===== config.mk =====
export PLATFORM = sky130hd
export DESIGN_NAME = bus_slave_flat
export DESIGN_NICKNAME = d
export VERILOG_FILES = /design/src/rtl/bus_pkg.sv /design/src/rtl/bus_slave_if.sv /design/src/rtl/bus_slave.sv /design/src/flat_wrapper.sv
export SDC_FILE = /design/constraint.sdc
export NUM_CORES = 1
export LEC_CHECK = 0
export BUFFER_PORTS_ARGS = -buffer_cell sky130_fd_sc_hd__buf_2
export CAP_MARGIN = 20
export CORE_UTILIZATION = 50
export DETAILED_ROUTE_END_ITERATION = 10
export PLACE_DENSITY = 0.84
export SLEW_MARGIN = 20
export SYNTH_ARGS = -nofsm -noshare
export SYNTH_HDL_FRONTEND = slang
export SYNTH_SLANG_ARGS = --single-unit

===== constraint.sdc =====
create_clock -name clk -period 3.5 [get_ports clk]
set_input_delay 0.7 -clock clk [delete_from_list [all_inputs] [get_ports clk]]
set_output_delay 0.7 -clock clk [all_outputs]
set_load 0.03 [all_outputs]

===== src/rtl/bus_pkg.sv =====
// rtl/bus_pkg.sv - shared state enum, word type and byte-lane merge helper for bus_slave
package bus_pkg;

  typedef logic [31:0] word_t;

  typedef enum logic [2:0] {
    IDLE,
    START,
    WAIT,
    RMW_MERGE,
    DONE
  } bus_slave_state_t;

  // Per-lane select: enabled lanes take the new word, others keep the old word
  function automatic word_t be_merge(input word_t old_word, input word_t new_word,
                                     input logic [3:0] be);
    word_t merged;
    for (int i = 0; i < 4; i++) begin
      merged[i*8 +: 8] = be[i] ? new_word[i*8 +: 8] : old_word[i*8 +: 8];
    end
    return merged;
  endfunction

endpackage


===== src/rtl/bus_slave_if.sv =====
// rtl/bus_slave_if.sv - Avalon-MM side and device side signals of bus_slave
interface bus_slave_if;
  import bus_pkg::*;

  logic [31:0] avl_address;
  logic        avl_read;
  logic        avl_write;
  word_t       avl_writedata;
  logic [3:0]  avl_byteenable;
  word_t       avl_readdata;
  logic        avl_waitrequest;

  logic [29:0] dev_addr;
  logic        dev_start;
  logic        dev_write;
  word_t       dev_data_wr;
  logic [3:0]  dev_be;
  logic        dev_ready;
  word_t       dev_data_rd;

  modport slave (
    input  avl_address, avl_read, avl_write, avl_writedata, avl_byteenable,
    input  dev_ready, dev_data_rd,
    output avl_readdata, avl_waitrequest,
    output dev_addr, dev_start, dev_write, dev_data_wr, dev_be
  );

  modport master (
    output avl_address, avl_read, avl_write, avl_writedata, avl_byteenable,
    output dev_ready, dev_data_rd,
    input  avl_readdata, avl_waitrequest,
    input  dev_addr, dev_start, dev_write, dev_data_wr, dev_be
  );

endinterface


===== src/rtl/bus_slave.sv =====
// rtl/bus_slave.sv - Avalon-MM slave to start/ready device bridge; BUS_SLAVE_RMW_EN enables read-modify-write byte writes
module bus_slave
  import bus_pkg::*;
#(
  parameter int    TIMEOUT_CYCLES = 256,
  parameter word_t ABORT_DATA     = 32'hFFFF_FFFF
) (
  input logic        clk,
  input logic        rst_n,
  bus_slave_if.slave bus
);

  bus_slave_state_t state, next_state;

  logic [29:0] addr_q;
  word_t       data_wr_q;
  logic [3:0]  be_q;
  logic        write_q;
  word_t       readdata_q;
  logic        rmw_read_q;
  logic        timeout_hit;
  logic        dev_start;
  logic        waitrequest;

  // Byte offset is meaningless to a word device
  logic unused_addr_bits;
  assign unused_addr_bits = ^bus.avl_address[1:0];

`ifdef BUS_SLAVE_RMW_EN
  logic [3:0] lane_be_q;
  logic       be_partial;
  assign be_partial = (bus.avl_byteenable != 4'h0) && (bus.avl_byteenable != 4'hF);
`endif

  generate
    if (TIMEOUT_CYCLES > 0) begin : g_timeout
      localparam int CW = $clog2(TIMEOUT_CYCLES + 1);
      logic [CW-1:0] to_cnt;

      // Count consecutive WAIT cycles without a device response
      always_ff @(posedge clk or negedge rst_n) begin
        if (!rst_n) begin
          to_cnt <= '0;
        end else if (state == WAIT && !bus.dev_ready) begin
          to_cnt <= to_cnt + CW'(1);
        end else begin
          to_cnt <= '0;
        end
      end

      assign timeout_hit = (state == WAIT) && !bus.dev_ready &&
                           (to_cnt == CW'(TIMEOUT_CYCLES - 1));
    end else begin : g_no_timeout
      assign timeout_hit = 1'b0;
    end
  endgenerate

  // State register
  always_ff @(posedge clk or negedge rst_n) begin
    if (!rst_n) begin
      state <= IDLE;
    end else begin
      state <= next_state;
    end
  end

  // Next state plus start pulse and stall; stall is dropped only in DONE
  always_comb begin
    next_state  = state;
    dev_start   = 1'b0;
    waitrequest = 1'b1;
    case (state)
      IDLE: begin
        if (bus.avl_write) begin
          next_state = (bus.avl_byteenable == 4'h0) ? DONE : START;
        end else if (bus.avl_read) begin
          next_state = START;
        end
      end
      START: begin
        dev_start  = 1'b1;
        next_state = WAIT;
      end
      WAIT: begin
        if (bus.dev_ready) begin
          next_state = rmw_read_q ? RMW_MERGE : DONE;
        end else if (timeout_hit) begin
          next_state = DONE;
        end
      end
      RMW_MERGE: next_state = START;
      DONE: begin
        waitrequest = 1'b0;
        next_state  = IDLE;
      end
      default: next_state = IDLE;
    endcase
  end

  // Latch the request, track the op phase and capture device or abort data
  always_ff @(posedge clk or negedge rst_n) begin
    if (!rst_n) begin
      addr_q     <= '0;
      data_wr_q  <= '0;
      be_q       <= '0;
      write_q    <= 1'b0;
      readdata_q <= '0;
      rmw_read_q <= 1'b0;
`ifdef BUS_SLAVE_RMW_EN
      lane_be_q  <= '0;
`endif
    end else begin
      case (state)
        IDLE: begin
          if (bus.avl_write) begin
            addr_q    <= bus.avl_address[31:2];
            data_wr_q <= bus.avl_writedata;
`ifdef BUS_SLAVE_RMW_EN
            lane_be_q  <= bus.avl_byteenable;
            be_q       <= 4'hF;
            rmw_read_q <= be_partial;
            write_q    <= (bus.avl_byteenable == 4'hF);
`else
            be_q       <= bus.avl_byteenable;
            write_q    <= (bus.avl_byteenable != 4'h0);
`endif
          end else if (bus.avl_read) begin
            addr_q     <= bus.avl_address[31:2];
            be_q       <= 4'hF;
            write_q    <= 1'b0;
            rmw_read_q <= 1'b0;
          end
        end
        WAIT: begin
          if (bus.dev_ready) begin
            readdata_q <= bus.dev_data_rd;
          end else if (timeout_hit) begin
            readdata_q <= ABORT_DATA;
          end
        end
`ifdef BUS_SLAVE_RMW_EN
        RMW_MERGE: begin
          data_wr_q  <= be_merge(readdata_q, data_wr_q, lane_be_q);
          write_q    <= 1'b1;
          rmw_read_q <= 1'b0;
        end
`endif
        DONE: write_q <= 1'b0;
        default: ;
      endcase
    end
  end

  assign bus.avl_readdata    = readdata_q;
  assign bus.avl_waitrequest = waitrequest;
  assign bus.dev_addr        = addr_q;
  assign bus.dev_start       = dev_start;
  assign bus.dev_write       = write_q;
  assign bus.dev_data_wr     = data_wr_q;
  assign bus.dev_be          = be_q;

endmodule


===== src/flat_wrapper.sv =====
// flat-port wrapper written by rule: the top's interface ports become plain ports
module bus_slave_flat import bus_pkg::*;
#(
  parameter int    TIMEOUT_CYCLES = 256,
  parameter word_t ABORT_DATA     = 32'hFFFF_FFFF
)
  (clk, rst_n, bus_avl_address, bus_avl_read, bus_avl_write, bus_avl_writedata, bus_avl_byteenable, bus_dev_ready, bus_dev_data_rd, bus_avl_readdata, bus_avl_waitrequest, bus_dev_addr, bus_dev_start, bus_dev_write, bus_dev_data_wr, bus_dev_be);
  bus_slave_if bus_i ();
  input logic clk;
  input logic rst_n;
  input wire logic [$bits(bus_i.avl_address)-1:0] bus_avl_address;
  input wire logic [$bits(bus_i.avl_read)-1:0] bus_avl_read;
  input wire logic [$bits(bus_i.avl_write)-1:0] bus_avl_write;
  input wire logic [$bits(bus_i.avl_writedata)-1:0] bus_avl_writedata;
  input wire logic [$bits(bus_i.avl_byteenable)-1:0] bus_avl_byteenable;
  input wire logic [$bits(bus_i.dev_ready)-1:0] bus_dev_ready;
  input wire logic [$bits(bus_i.dev_data_rd)-1:0] bus_dev_data_rd;
  output wire logic [$bits(bus_i.avl_readdata)-1:0] bus_avl_readdata;
  output wire logic [$bits(bus_i.avl_waitrequest)-1:0] bus_avl_waitrequest;
  output wire logic [$bits(bus_i.dev_addr)-1:0] bus_dev_addr;
  output wire logic [$bits(bus_i.dev_start)-1:0] bus_dev_start;
  output wire logic [$bits(bus_i.dev_write)-1:0] bus_dev_write;
  output wire logic [$bits(bus_i.dev_data_wr)-1:0] bus_dev_data_wr;
  output wire logic [$bits(bus_i.dev_be)-1:0] bus_dev_be;
  assign bus_i.avl_address = bus_avl_address;
  assign bus_i.avl_read = bus_avl_read;
  assign bus_i.avl_write = bus_avl_write;
  assign bus_i.avl_writedata = bus_avl_writedata;
  assign bus_i.avl_byteenable = bus_avl_byteenable;
  assign bus_i.dev_ready = bus_dev_ready;
  assign bus_i.dev_data_rd = bus_dev_data_rd;
  assign bus_avl_readdata = bus_i.avl_readdata;
  assign bus_avl_waitrequest = bus_i.avl_waitrequest;
  assign bus_dev_addr = bus_i.dev_addr;
  assign bus_dev_start = bus_i.dev_start;
  assign bus_dev_write = bus_i.dev_write;
  assign bus_dev_data_wr = bus_i.dev_data_wr;
  assign bus_dev_be = bus_i.dev_be;
  bus_slave #(.TIMEOUT_CYCLES(TIMEOUT_CYCLES), .ABORT_DATA(ABORT_DATA)) u_core (.clk(clk), .rst_n(rst_n), .bus(bus_i));
endmodule

Word-level counts from Yosys, hierarchy flattened
Cells that the tools add are included.
{"block": "op_classes", "reduce_logical": 14, "eq_ne": 7, "addsub": 1, "mux": 18}
{"cell": "32-bit 2-to-1 mux", "count": 2}
{"cell": "30-bit 2-to-1 mux", "count": 2}
{"cell": "3-bit 2-to-1 mux", "count": 5}
{"cell": "3-bit one-hot mux with 4 select lines", "count": 1}
{"cell": "2-bit AND reduction", "count": 5}
{"cell": "9-bit by 1-bit adder with 9-bit output, second input constant", "count": 1}
{"cell": "9-bit by 8-bit equality test with 1-bit output, second input constant", "count": 1}
{"cell": "9-bit 2-to-1 mux", "count": 1}
{"cell": "4-bit 2-to-1 mux", "count": 2}
{"cell": "3-bit by 2-bit equality test with 1-bit output, second input constant", "count": 2}
{"cell": "2-bit nonzero test", "count": 3}
{"cell": "4-bit logical NOT", "count": 1}
{"cell": "1-bit 2-to-1 mux", "count": 4}
{"cell": "4-bit nonzero test", "count": 1}
{"cell": "3-bit by 1-bit equality test with 1-bit output, second input constant", "count": 1}
{"cell": "3-bit equality test, second input constant", "count": 1}
{"cell": "3-bit logical NOT", "count": 1}
{"cell": "3-bit by 2-bit != test with 1-bit output, second input constant", "count": 1}
{"cell": "3-bit != test, second input constant", "count": 1}
{"cell": "1-bit logical AND", "count": 2}
{"cell": "1-bit one-hot mux with 2 select lines", "count": 1}
{"cell": "1-bit logical NOT", "count": 1}
{"block": "word_totals", "in_bits": 105, "regBits": 111, "output_inout_bits": 101}

Depth between registers and ports, before layout
Gate-level depths: netlist of the first run.
{"block": "depth", "ltp_word": 6, "mapped_depth": 7, "depth_no_buf": 6}

Worst setup path after synthesis of the first run
Ideal clock, no wire load.
{"block": "synth_timing", "kind": "reg2out", "startpoint": "register u_core.state[0]", "endpoint": "output bus_dev_start", "arrival_ns": 1.206, "path_slack_ns": 1.594, "stages_incl_launch_ff": 2, "cell_sequence": "dfrtp_1 -> nor3b_1"}
{"block": "synth_between", "elab_chain_len": 2}
{"element": "start, declared", "line_no": "bus_slave.sv:13", "source": "bus_slave_state_t state, next_state;"}
{"element": "start signal, assigned", "line_no": "bus_slave.sv:63", "source": "state <= next_state;"}
{"element": "3-bit by 1-bit equality test with 1-bit output", "line_no": "bus_slave.sv:72", "source": "case (state)"}
{"element": "1-bit 2-to-1 mux", "line_no": "bus_slave.sv:72"}
{"element": "end, declared", "line_no": "flat_wrapper.sv:21", "source": "output wire logic [$bits(bus_i.dev_start)-1:0] bus_dev_start;"}
Every way passes these cells.

Worst setup path in the final report of the first run
{"block": "layout_timing", "startpoint": "register u_core.state[0]", "endpoint": "register u_core.addr_q[15], in the netlist u_core.bus.dev_addr[15]"}
{"block": "layout_between", "elab_chain_len": 2}
{"element": "3-bit logical NOT", "line_no": "bus_slave.sv:113", "source": "case (state)"}
{"element": "2-bit AND reduction (no source line)"}
{"element": "end signal, assigned", "line_no": "bus_slave.sv:116", "source": "addr_q <= bus.avl_address[31:2];"}
{"element": "end signal, assigned", "line_no": "bus_slave.sv:128", "source": "addr_q <= bus.avl_address[31:2];"}
{"element": "end, declared", "line_no": "bus_slave.sv:15", "source": "logic [29:0] addr_q;"}
Every way passes these cells.
A chain may end at the register's enable or synchronous reset.

==> results by group, run 1 <==
Status
  • Status: finished clean

Drt
  • Routed WL per cell: 16.6 um
  • Vias: roughly 3k
  • Initial DRC Count: 89
  • Post-route antenna net violation count: 0
  • Vias per cell: 5.12
  • # DRC: 0
  • DR pass1 iterations: 4
  • Routed WL: 9790 um

STA
  • Max frequency: 0.457 GHz
  • Clock skew: 15.6 ps
  • Crit path time final: 2190 ps
  • Worst rel slew slack: 0.521
  • RSZ-0062 raised after global routing: false
  • Final worst path period share: 0.626
  • Final Slew Violations: 0
  • Hold slack: 377 ps
  • Hold Violations, Final: 0
  • Final setup violating endpoints: 0
  • Worst slew pin tran: just over 700 ps
  • Setup TNS: 0 ps

Logic synthesis
  • Most common flop cell mapped by yosys: dfrtp_1
  • Post-synthesis cell area: 4460 um^2
  • Synth unique cells: 34
  • Yosys reg bits: 111
  • Synth Instances: 275
  • Area fraction of the dominant cell type after synthesis: 0.623
  • Number of enable flip-flop cells after synthesis: 0
  • Cell taking the most area after synthesis: dfrtp_1
  • Mean Syn Cell Area: 16.2 um^2
  • Warnings from Yosys: 0
  • Syn Nets: 382
  • Ys async rst share: 1.00
  • Top post-synthesis cells by area: dfrtp_1, mux2_4, o22a_1, mux2_2, buf_12
  • Sequential-to-total area share from yosys stat: 0.623

Worst setup path
  • Delay of the slowest critical-path stage: 650 ps
  • Worst path required time: 3750 ps
  • Crit path kind: register to register
  • Crit-path cells: nor3_2, o21a_2, buf_4, mux2_4
  • Startpoint Class: register
  • Worst-path fanout max: 25
  • Crit-path slowest cell: o21a_2
  • Arr. time, crit path: roughly 2400 ps
  • CP Capture Type: register

Power and ir drop
  • PD cells: 1070 nW/um^2
  • Sw Ratio: 0.440
  • Max IR drop VDD: 0.000537 V
  • Combinational share of power: 0.524
  • Clk pwr share: 0.112
  • Net Switching: 2670 uW
  • Sequential power share: 0.364
  • Pint: 3390 uW
  • Leakage Power: 0.00277 uW

Die
  • Initial Util: 0.514
  • I/O pin count: 206
  • Core area: approximately 8700 um^2
  • DIE AREA: 9300 um^2
  • Rows: 34
  • Die width: 96.5 um
  • Die H: approximately 96 um

Layout
  • Most common cell after layout, fill and taps aside: buf_2
  • Synth-to-layout area growth: 26.8%
  • Final nets: between 500 and 600
  • Layout cells sized above 1: 0.601
  • Diodes inserted: 0
  • Most frequent cells in the layout: buf_2, dfrtp_1, mux2_4, o22a_1, mux2_2

Clock tree
  • H-tree Lvls: 3
  • CTS buffer count: 9
  • Post-CTS Setup Repair Bufs: 0
  • Hold-fix buffers, CTS: 0
  • Clk pin slew, worst setup/hold paths: 100 ps
  • Cts repair resizes: 0
  • Root Buffer: clkbuf_8
  • Worst-Skew Late Latency: around 360 ps
  • Clock Path Buffers: 2
  • CTS tree: yes
  • CTS sink count: 111

GRT
  • Initial antenna violation count: 0
  • Number of global-route vias before repair: 2998
  • Total gr overflow: 0
  • GRT Util Overall: 0.208
  • Pin count of the biggest net entering global routing: 58
  • First-pass GRT wire length: 14600 um

Flow run
  • Max_cap viols: 0

Place
  • Port Buf Inserts: 203
  • Routability Congestion: approximately 0.76
  • Dpl hpwl: 7190 um

Hold path
  • Hold Crit Class: input port to asynchronous set/reset pin
[cell type report]
cell class                      count  area (um^2)
Clock buffer                        9          124
Clock inverter                      5         45.0
Fill cell                         663         3020
Inverter                            3         11.3
Multi-Input combinational cell    146         1500
Sequential cell                   111         2780
Tap cell                          108          135
Timing Repair Buffer              207         1070
[metrics by stage]
step                       util  cell area, um^2  power (uW)  worst slack (ps)  cells
after floorplan               -             4460        4630              1590    275
after global placement    0.631             5470        5300              1300    574
after detailed placement  0.631             5470        5410              1220    574
after CTS                 0.650             5640        6110              1300    588
after global routing      0.652             5660        6410              1150    589
final                     0.652             5660        6060              1310    589
[power groups by stage]
stage	sequential (uW)	combinational, uW	clock [uW]
final	2210	3180	678
after global routing	2290	3360	751
after CTS	2210	3200	701
after detailed placement	2230	3180	0
after global placement	2190	3120	0
after floorplan	3370	1260	0
[state kept, by name, indices dropped and copies added (netlist names)]
name,flops
u_core.bus.avl_readdata,32
u_core.bus.dev_data_wr,32
u_core.bus.dev_addr,30
u_core.g_timeout.to_cnt,9
u_core.bus.dev_be,4
u_core.state,3
u_core.bus.dev_write,1
[cells by family after synthesis]
family,synth area share
compound gates,0.0892
xor+xnor,0.00589
fa+ha+maj,0.00561
buf+inv,0.0426
flops,0.623
mux,0.198
simple gates,0.0362
[final timing paths]
path                       cells past startpoint                          end                         from  slack, ps
setup / recovery                               4      u_core.bus.dev_addr[15]              u_core.state[0]       1310
setup reg to reg                               4      u_core.bus.dev_addr[15]              u_core.state[0]       1310
min in group clk                               1  u_core.bus.avl_readdata[27]  u_core.bus.avl_readdata[27]        490
hold reg to reg                                1  u_core.bus.avl_readdata[27]  u_core.bus.avl_readdata[27]        490
hold / removal                                 1  u_core.bus.avl_readdata[17]                        rst_n        380
max in group asynchronous                      2    u_core.bus.dev_data_wr[3]                        rst_n       2360
[critical path: cells and delay by family (launching register included)]
family / cells / cell delay (ps)
simple gates: 1 / 250
mux: 1 / 330
flops: 1 / 450
compound gates: 1 / 650
buf+inv: 1 / 380
[per-layer routing]
layer  vias up  GRT usage  wire length [um]
li1       1398          -                 -
met1      1481      0.248              3890
met2       116      0.361              5100
met3        18     0.0603               598
met4         0     0.0699               198
met5         -          0                 0
[cells in the mapped netlist, types with 4 or more instances]
library cell,instances
mux2_4,49
nor2_1,8
o22a_1,36
nand3_1,5
dfrtp_1,111
o21ai_0,4
nand2_1,6
mux2_2,13
buf_12,5
(Power assumes the default switching activity.)
==> inputs of run 2 (changes only) <==
- ABC_AREA: not set -> 1
- CORE_UTILIZATION: 50 -> 42
- PLACE_DENSITY: 0.84 -> 0.75
- clock period: 3.5 -> 1.86 ns (I/O delays scaled with it)
==> run 2 against run 1 <==
The flow now finishes with violations (setup timing). Clock power is 130% higher. Sequential share of layout area is 3.3 points lower. Clock-buffer cell count is 2 higher. Flip-flop and latch count stayed put. Wire length is 13% higher. Synthesized cell count is 84% higher. Fmax is 15% higher. Sequential power is 84% higher. Global-route usage is 0.52 points lower. Critical path depth is 8 higher. Highest routed layer unchanged.
==> results by group, run 2 <==
Layout
  • Final instance area: 6060 um^2 (was 5660 um^2)
  • Diodes inserted: 0 (unchanged)
  • Most frequent cells in the layout: nand2_1, buf_2, dfrtp_1, nor2_1, nor3_1 (was buf_2, dfrtp_1, mux2_4, o22a_1, mux2_2)
  • Layout cells sized above 1: 0.366 (was 0.601)
  • Final nets: 823 (was 585)
  • Most common cell after layout, fill and taps aside: nand2_1 (was buf_2)
  • Synth-to-layout area growth: 37.2% (was 26.8%)

Die
  • I/O pin count: 206 (unchanged)
  • Die width: 105 um (was 96.5 um)
  • DIE AREA: 10900 um^2 (was 9300 um^2)
  • Initial Util: 0.430 (was 0.514)
  • Die H: 105 um (was 96.5 um)
  • Rows: 37 (was 34)
  • Core area: 10300 um^2 (was 8680 um^2)

Clock tree
  • Clock Path Buffers: 2 (unchanged)
  • H-tree Lvls: 3 (unchanged)
  • CTS tree: yes (unchanged)
  • Clk pin slew, worst setup/hold paths: 100 ps (about the same)
  • CTS buffer count: 9 (unchanged)
  • Worst-Skew Late Latency: 370 ps (was 360 ps)
  • CTS sink count: 111 (unchanged)
  • Root Buffer: clkbuf_8 (unchanged)

Worst setup path
  • Crit path max-delay family: simple AND/OR/NAND/NOR gates (was compound AO/OA/AOI/OAI gates)
  • Startpoint Class: register (unchanged)
  • Reg-to-Reg Start: u_core.g_timeout.to_cnt[1] (was u_core.state[0])
  • Crit path kind: register to register (unchanged)
  • Crit-path cells: ha_4, nand2_4, nor2_4, nand3_2, nor2_2, ha_2, inv_2, a21oi_4, buf_12, buf_12, nor2_1, nor2_1 (was nor3_2, o21a_2, buf_4, mux2_4)
  • Arr. time, crit path: 2180 ps (was 2440 ps)
  • WP buf/inv: 3 (was 1)
  • CP Capture Type: register (unchanged)
  • Critical Path Source: u_core.g_timeout.to_cnt[1] (was u_core.state[0])
  • Delay of the slowest critical-path stage: 420 ps (was 650 ps)
  • Crit-path slowest cell: dfrtp_1 (was o21a_2)
  • Worst path required time: 2140 ps (was 3750 ps)
  • Worst-path fanout max: 7 (was 25)

STA
  • Final Slew Violations: 0 (unchanged)
  • Crit path time final: 1900 ps (was 2190 ps)
  • RSZ-0062 raised after global routing: true (was false)
  • Worst slew pin tran: 523 ps (was 718 ps)
  • PnR worst setup slack: -36.5 ps (was 1310 ps)
  • Worst rel slew slack: 0.650 (was 0.521)
  • Setup TNS: -54.7 ps (was 0 ps)
  • Hold Violations, Final: 0 (unchanged)
  • Max frequency: 0.527 GHz (was 0.457 GHz)
  • Final setup violating endpoints: 3 (was 0)
  • Clock skew: 11.7 ps (was 15.6 ps)
  • Final worst path period share: 1.02 (was 0.626)

Drt
  • Routed WL: 11000 um (was 9790 um)
  • DR pass1 iterations: 6 (was 4)
  • Routed WL per cell: 12.9 um (was 16.6 um)
  • Vias per cell: 4.74 (was 5.12)
  • Vias: 4065 (was 3013)
  • Initial DRC Count: 328 (was 89)
  • # DRC: 0 (unchanged)
  • Post-route antenna net violation count: 0 (unchanged)

GRT
  • Total gr overflow: 0 (unchanged)
  • Pin count of the biggest net entering global routing: 35 (was 58)
  • Number of global-route vias before repair: 3854 (was 2998)
  • GRT Util Overall: 0.203 (was 0.208)
  • Initial antenna violation count: 0 (unchanged)
  • First-pass GRT wire length: 17800 um (was 14600 um)

Logic synthesis
  • Number of enable flip-flop cells after synthesis: 0 (unchanged)
  • Area fraction of the dominant cell type after synthesis: 0.629 (was 0.623)
  • Warnings from Yosys: 0 (unchanged)
  • Most instantiated library cell after synthesis: nand2_1 (was dfrtp_1)
  • Yosys reg bits: 111 (unchanged)
  • Cell taking the most area after synthesis: dfrtp_1 (unchanged)
  • Synth unique cells: 20 (was 34)
  • Post-synth top cells: nand2_1, dfrtp_1, nor2_1 (was dfrtp_1, mux2_4, o22a_1)
  • Sequential-to-total area share from yosys stat: 0.629 (was 0.623)
  • Synth Instances: 506 (was 275)
  • Ys async rst share: 1.00 (unchanged)
  • Mean Syn Cell Area: 8.73 um^2 (was 16.2 um^2)
  • Most common flop cell mapped by yosys: dfrtp_1 (unchanged)
  • Top post-synthesis cells by area: dfrtp_1, nand2_1, nor2_1, nor3_1, buf_4 (was dfrtp_1, mux2_4, o22a_1, mux2_2, buf_12)
  • Post-synthesis cell area: 4420 um^2 (was 4460 um^2)
  • Syn Nets: 613 (was 382)

Status
  • Status: complete, but fails checks (was finished clean)
  • Failing checks: setup timing

Power and ir drop
  • Leakage Power: 0.00327 uW (was 0.00277 uW)
  • Pint: 5960 uW (was 3390 uW)
  • Sequential power share: 0.357 (was 0.364)
  • Total power: 11400 uW (was 6060 uW)
  • Max IR drop VDD: 0.000860 V (was 0.000537 V)
  • Sw Ratio: 0.478 (was 0.440)
  • Clk pwr share: 0.139 (was 0.112)
  • Net Switching: 5440 uW (was 2670 uW)
  • Combinational share of power: 0.504 (was 0.524)
  • PD cells: 1880 nW/um^2 (was 1070 nW/um^2)

Place
  • Area after DPL: 5620 um^2 (was 5470 um^2)
  • Dpl hpwl: 7780 um (was 7190 um)
  • Port Buf Inserts: 203 (unchanged)
  • Routability Congestion: 0.813 (was 0.756)

Hold path
  • Hold wc startpoint: bus_avl_address[15]
  • Hold Crit Class: input port to register (was input port to asynchronous set/reset pin)

Flow run
  • Max_cap viols: 0 (unchanged)
[run 2: repair_timing]
item / in CTS / in global routing
pin swaps: 0 / 14
resized for setup: 1 / 29
setup endpoints to repair: 23 / 33
hold endpoints to repair: 31 / 0
setup buffers: 0 / 4
hold buffers: 1 / 0
gates cloned: 0 / 3
[run 2: final cells by class]
type                    instances  area (um^2)
clock buffers                  11          141
well taps                     136          170
flip-flops and latches        111         2780
repair buffers                221         1260
fillers                       930         4210
inverters                      17         63.8
clock inverters                 5         81.3
multi-input cells             356         1570
[run 2: worst register-to-register path, cell delays in order, from the launching register on]
cell,delay [ps]
dfrtp_1,420
ha_4,170
nand2_4,60
nor2_4,130
nand3_2,110
nor2_2,120
ha_2,170
inv_2,40
a21oi_4,160
buf_12,150
buf_12,130
nor2_1,40
nor2_1,110
[run 2: final timing paths]
| path | endpoint | cells after the start | slack [ps] |
|---|---|---|---|
| setup reg to reg | u_core.bus.avl_readdata[13] | 12 | -40 |
| min in group asynchronous | u_core.bus.dev_addr[21] | 2 | 510 |
| max in group asynchronous | u_core.bus.dev_data_wr[19] | 3 | 770 |
| hold / removal | u_core.bus.dev_addr[13] | 3 | 200 |
| hold reg to reg | u_core.bus.dev_data_wr[2] | 2 | 470 |
| setup / recovery | u_core.bus.avl_readdata[13] | 12 | -40 |
[run 2: kinds of logic after synthesis]
kind of cell,after synthesis,share of synthesized area
AND/OR/NAND/NOR,343,0.309
buffers and inverters,39,0.0422
AO/OA/AOI/OAI,11,0.0150
adder cells (fa/ha/maj),2,0.00566
flip-flops,111,0.629
[run 2: power groups by stage]
stage | Sequential (uW) | Clock (uW) | Combinational [uW]
finish | 4070 | 1580 | 5750
global route | 4220 | 1730 | 6250
CTS | 4030 | 1630 | 5600
detailed placement | 4060 | 0 | 5590
global placement | 4020 | 0 | 5470
floorplan | 6120 | 0 | 1790
[run 2: metrics by stage]
stage          utilization  setup WS, ps  hold slack [ps]  instances
2_1_floorplan            -           206             76.4        506
4_1_cts              0.570        0.0731              179        850
3_5_place_dp         0.547         -11.0              370        833
5_1_grt              0.590          -113              181        857
3_3_place_gp         0.547          93.6              360        833
6_report             0.590         -36.5              198        857
[run 2: routing by layer]
metal	vias to the layer above	global-route usage	wire, um
met5	-	0	0
li1	1983	-	-
met3	18	0.0381	704
met1	1915	0.252	4690
met4	0	0.0805	204
met2	149	0.351	5430
==> inputs of run 3 (changes only) <==
- ABC_AREA: 1 -> not set
==> run 3 against run 2 <==
The run now ends clean. Power grew 3.5%. Largest power group unchanged. Via count down 26%. Design area is 4.0% lower. Non-clock buffer count down 11. Cell count down 27%. Flip-flop and latch count unchanged.
==> results by group, run 3 (synthesized netlist as in run 1, its figures left out) <==
GRT
  • Gr busiest metal: met2 (unchanged)
  • Total gr overflow: 0 (unchanged)
  • Global-route track usage on met3: 0.0399 (was 0.0381)
  • Number of global-route vias before repair: 3148 (was 3854)
  • GRT met2 Usage: 0.299 (was 0.351)
  • Pin count of the biggest net entering global routing: 112 (was 35)
  • GRT Util Overall: 0.184 (was 0.203)
  • First-pass GRT wire length: 15700 um (was 17800 um)
  • Met1 usage: 0.231 (was 0.252)
  • Initial antenna violation count: 1 (was 0)

Layout
  • Synth-to-layout area growth: 30.5% (was 37.2%)
  • Final nets: 588 (was 823)
  • Most common cell after layout, fill and taps aside: buf_2 (was nand2_1)
  • Final Util: 0.564 (was 0.590)
  • Most frequent cells in the layout: buf_2, dfrtp_1, mux2_4, o22a_1, mux2_2 (was nand2_1, buf_2, dfrtp_1, nor2_1, nor3_1)
  • Final instance area: 5820 um^2 (was 6060 um^2)
  • Layout cells sized above 1: 0.606 (was 0.366)

Drt
  • Vias: 3018 (was 4065)
  • Initial DRC Count: 109 (was 328)
  • Routed WL per cell: 15.5 um (was 12.9 um)
  • # DRC: 0 (unchanged)
  • DR pass1 iterations: 4 (was 6)
  • Routed WL: 9670 um (was 11000 um)
  • Post-route antenna net violation count: 0 (unchanged)
  • Vias per cell: 4.85 (was 4.74)

Clock tree
  • Clk pin slew, worst setup/hold paths: 100 ps (about the same)
  • CTS sink count: 111 (unchanged)
  • H-tree Lvls: 3 (unchanged)
  • CTS tree: yes (unchanged)
  • CTS buffer count: 9 (unchanged)
  • Post-CTS Setup Repair Bufs: 0 (unchanged)
  • Root Buffer: clkbuf_8 (unchanged)
  • Hold-fix buffers, CTS: 0 (was 1)
  • Clock Path Buffers: 2 (unchanged)
  • Worst-Skew Late Latency: 370 ps (about the same)
  • Cts repair resizes: 0 (was 1)

Die
  • I/O pin count: 206 (unchanged)
  • DIE AREA: 11000 um^2 (was 10900 um^2)
  • Core area: 10300 um^2 (about the same)
  • Die H: 105 um (about the same)
  • Die width: 105 um (about the same)
  • Initial Util: 0.432 (was 0.430)
  • Rows: 37 (unchanged)

STA
  • Setup TNS: 0 ps (was -54.7 ps)
  • Worst slew pin tran: 615 ps (was 523 ps)
  • Final setup violating endpoints: 0 (was 3)
  • Final worst path period share: 0.931 (was 1.02)
  • Max frequency: 0.577 GHz (was 0.527 GHz)
  • Hold Violations, Final: 0 (unchanged)
  • RSZ-0062 raised after global routing: false (was true)
  • Clock skew: 8.79 ps (was 11.7 ps)
  • Final Slew Violations: 0 (unchanged)
  • Crit path time final: 1730 ps (was 1900 ps)
  • Worst rel slew slack: 0.590 (was 0.650)

Place
  • Routability Congestion: 0.700 (was 0.813)
  • Area after DPL: 5590 um^2 (was 5620 um^2)
  • Dpl hpwl: 7010 um (was 7780 um)
  • Port Buf Inserts: 203 (unchanged)

Worst setup path
  • Crit-path slowest cell: dfrtp_1 (unchanged)
  • WP buf/inv: 1 (was 3)
  • Startpoint Class: register (unchanged)
  • Register-to-register path setup slack: 170 ps (was -40 ps)
  • Crit-path cells: nor3b_1, buf_2 (was ha_4, nand2_4, nor2_4, nand3_2, nor2_2, ha_2, inv_2, a21oi_4, buf_12, buf_12, nor2_1, nor2_1)
  • Worst-path fanout max: 6 (was 7)
  • Delay of the slowest critical-path stage: 460 ps (was 420 ps)
  • Worst path required time: 1490 ps (was 2140 ps)
  • Crit path max-delay family: flip-flops (was simple AND/OR/NAND/NOR gates)
  • CP Capture Type: output pin (was register)
  • Arr. time, crit path: 1360 ps (was 2180 ps)
  • Crit path kind: register to output pin (was register to register)

Flow run
  • Max_cap viols: 0 (unchanged)

Power and ir drop
  • Max IR drop VDD: 0.000851 V (was 0.000860 V)
  • PD cells: 2030 nW/um^2 (was 1880 nW/um^2)
  • Leakage Power: 0.00283 uW (was 0.00327 uW)

Status
  • Status: finished clean (was complete, but fails checks)

Hold path
  • Hold Crit Class: input port to asynchronous set/reset pin (was input port to register)
run 3: per-layer routing:
metal	wire length, um	vias up
li1	-	1400
met1	4090	1497
met2	4880	104
met3	452	17
met4	250	0
met5	0	-
run 3: where the power goes:
part	leakage (uW)	internal [uW]	switching, uW	total, uW
clock network	0.000118	860	756	1620
registers	0.00130	3540	595	4130
logic	0.00141	2440	3610	6050
run 3: cell type report:
class | count | area (um^2)
Timing Repair Buffer | 210 | 1130
Clock buffer | 12 | 165
Inverter | 3 | 11.3
Antenna cell | 1 | 2.50
Multi-Input combinational cell | 146 | 1500
Sequential cell | 111 | 2780
Tap cell | 136 | 170
Fill cell | 886 | 4500
Clock inverter | 3 | 65.1
run 3: final timing paths:
check,end,cells after the start,startpoint
setup / recovery,bus_dev_start,2,u_core.state[2]
hold / removal,u_core.bus.dev_data_wr[4],2,rst_n
hold reg to reg,u_core.bus.dev_be[0],1,u_core.bus.dev_be[0]
setup reg to reg,u_core.bus.avl_readdata[21],7,u_core.g_timeout.to_cnt[0]
max in group asynchronous,u_core.bus.dev_addr[0],2,rst_n
min in group clk,u_core.bus.dev_data_wr[1],2,bus_avl_writedata[1]
run 3: metrics by stage:
step	power [uW]	hold WS (ps)	std cells	worst slack, ps
2_1_floorplan	8710	76.4	275	257
3_3_place_gp	10100	464	606	179
3_5_place_dp	10300	472	606	148
4_1_cts	11900	77.3	621	116
5_1_grt	12400	79.8	622	65.3
6_report	11800	31.4	622	128
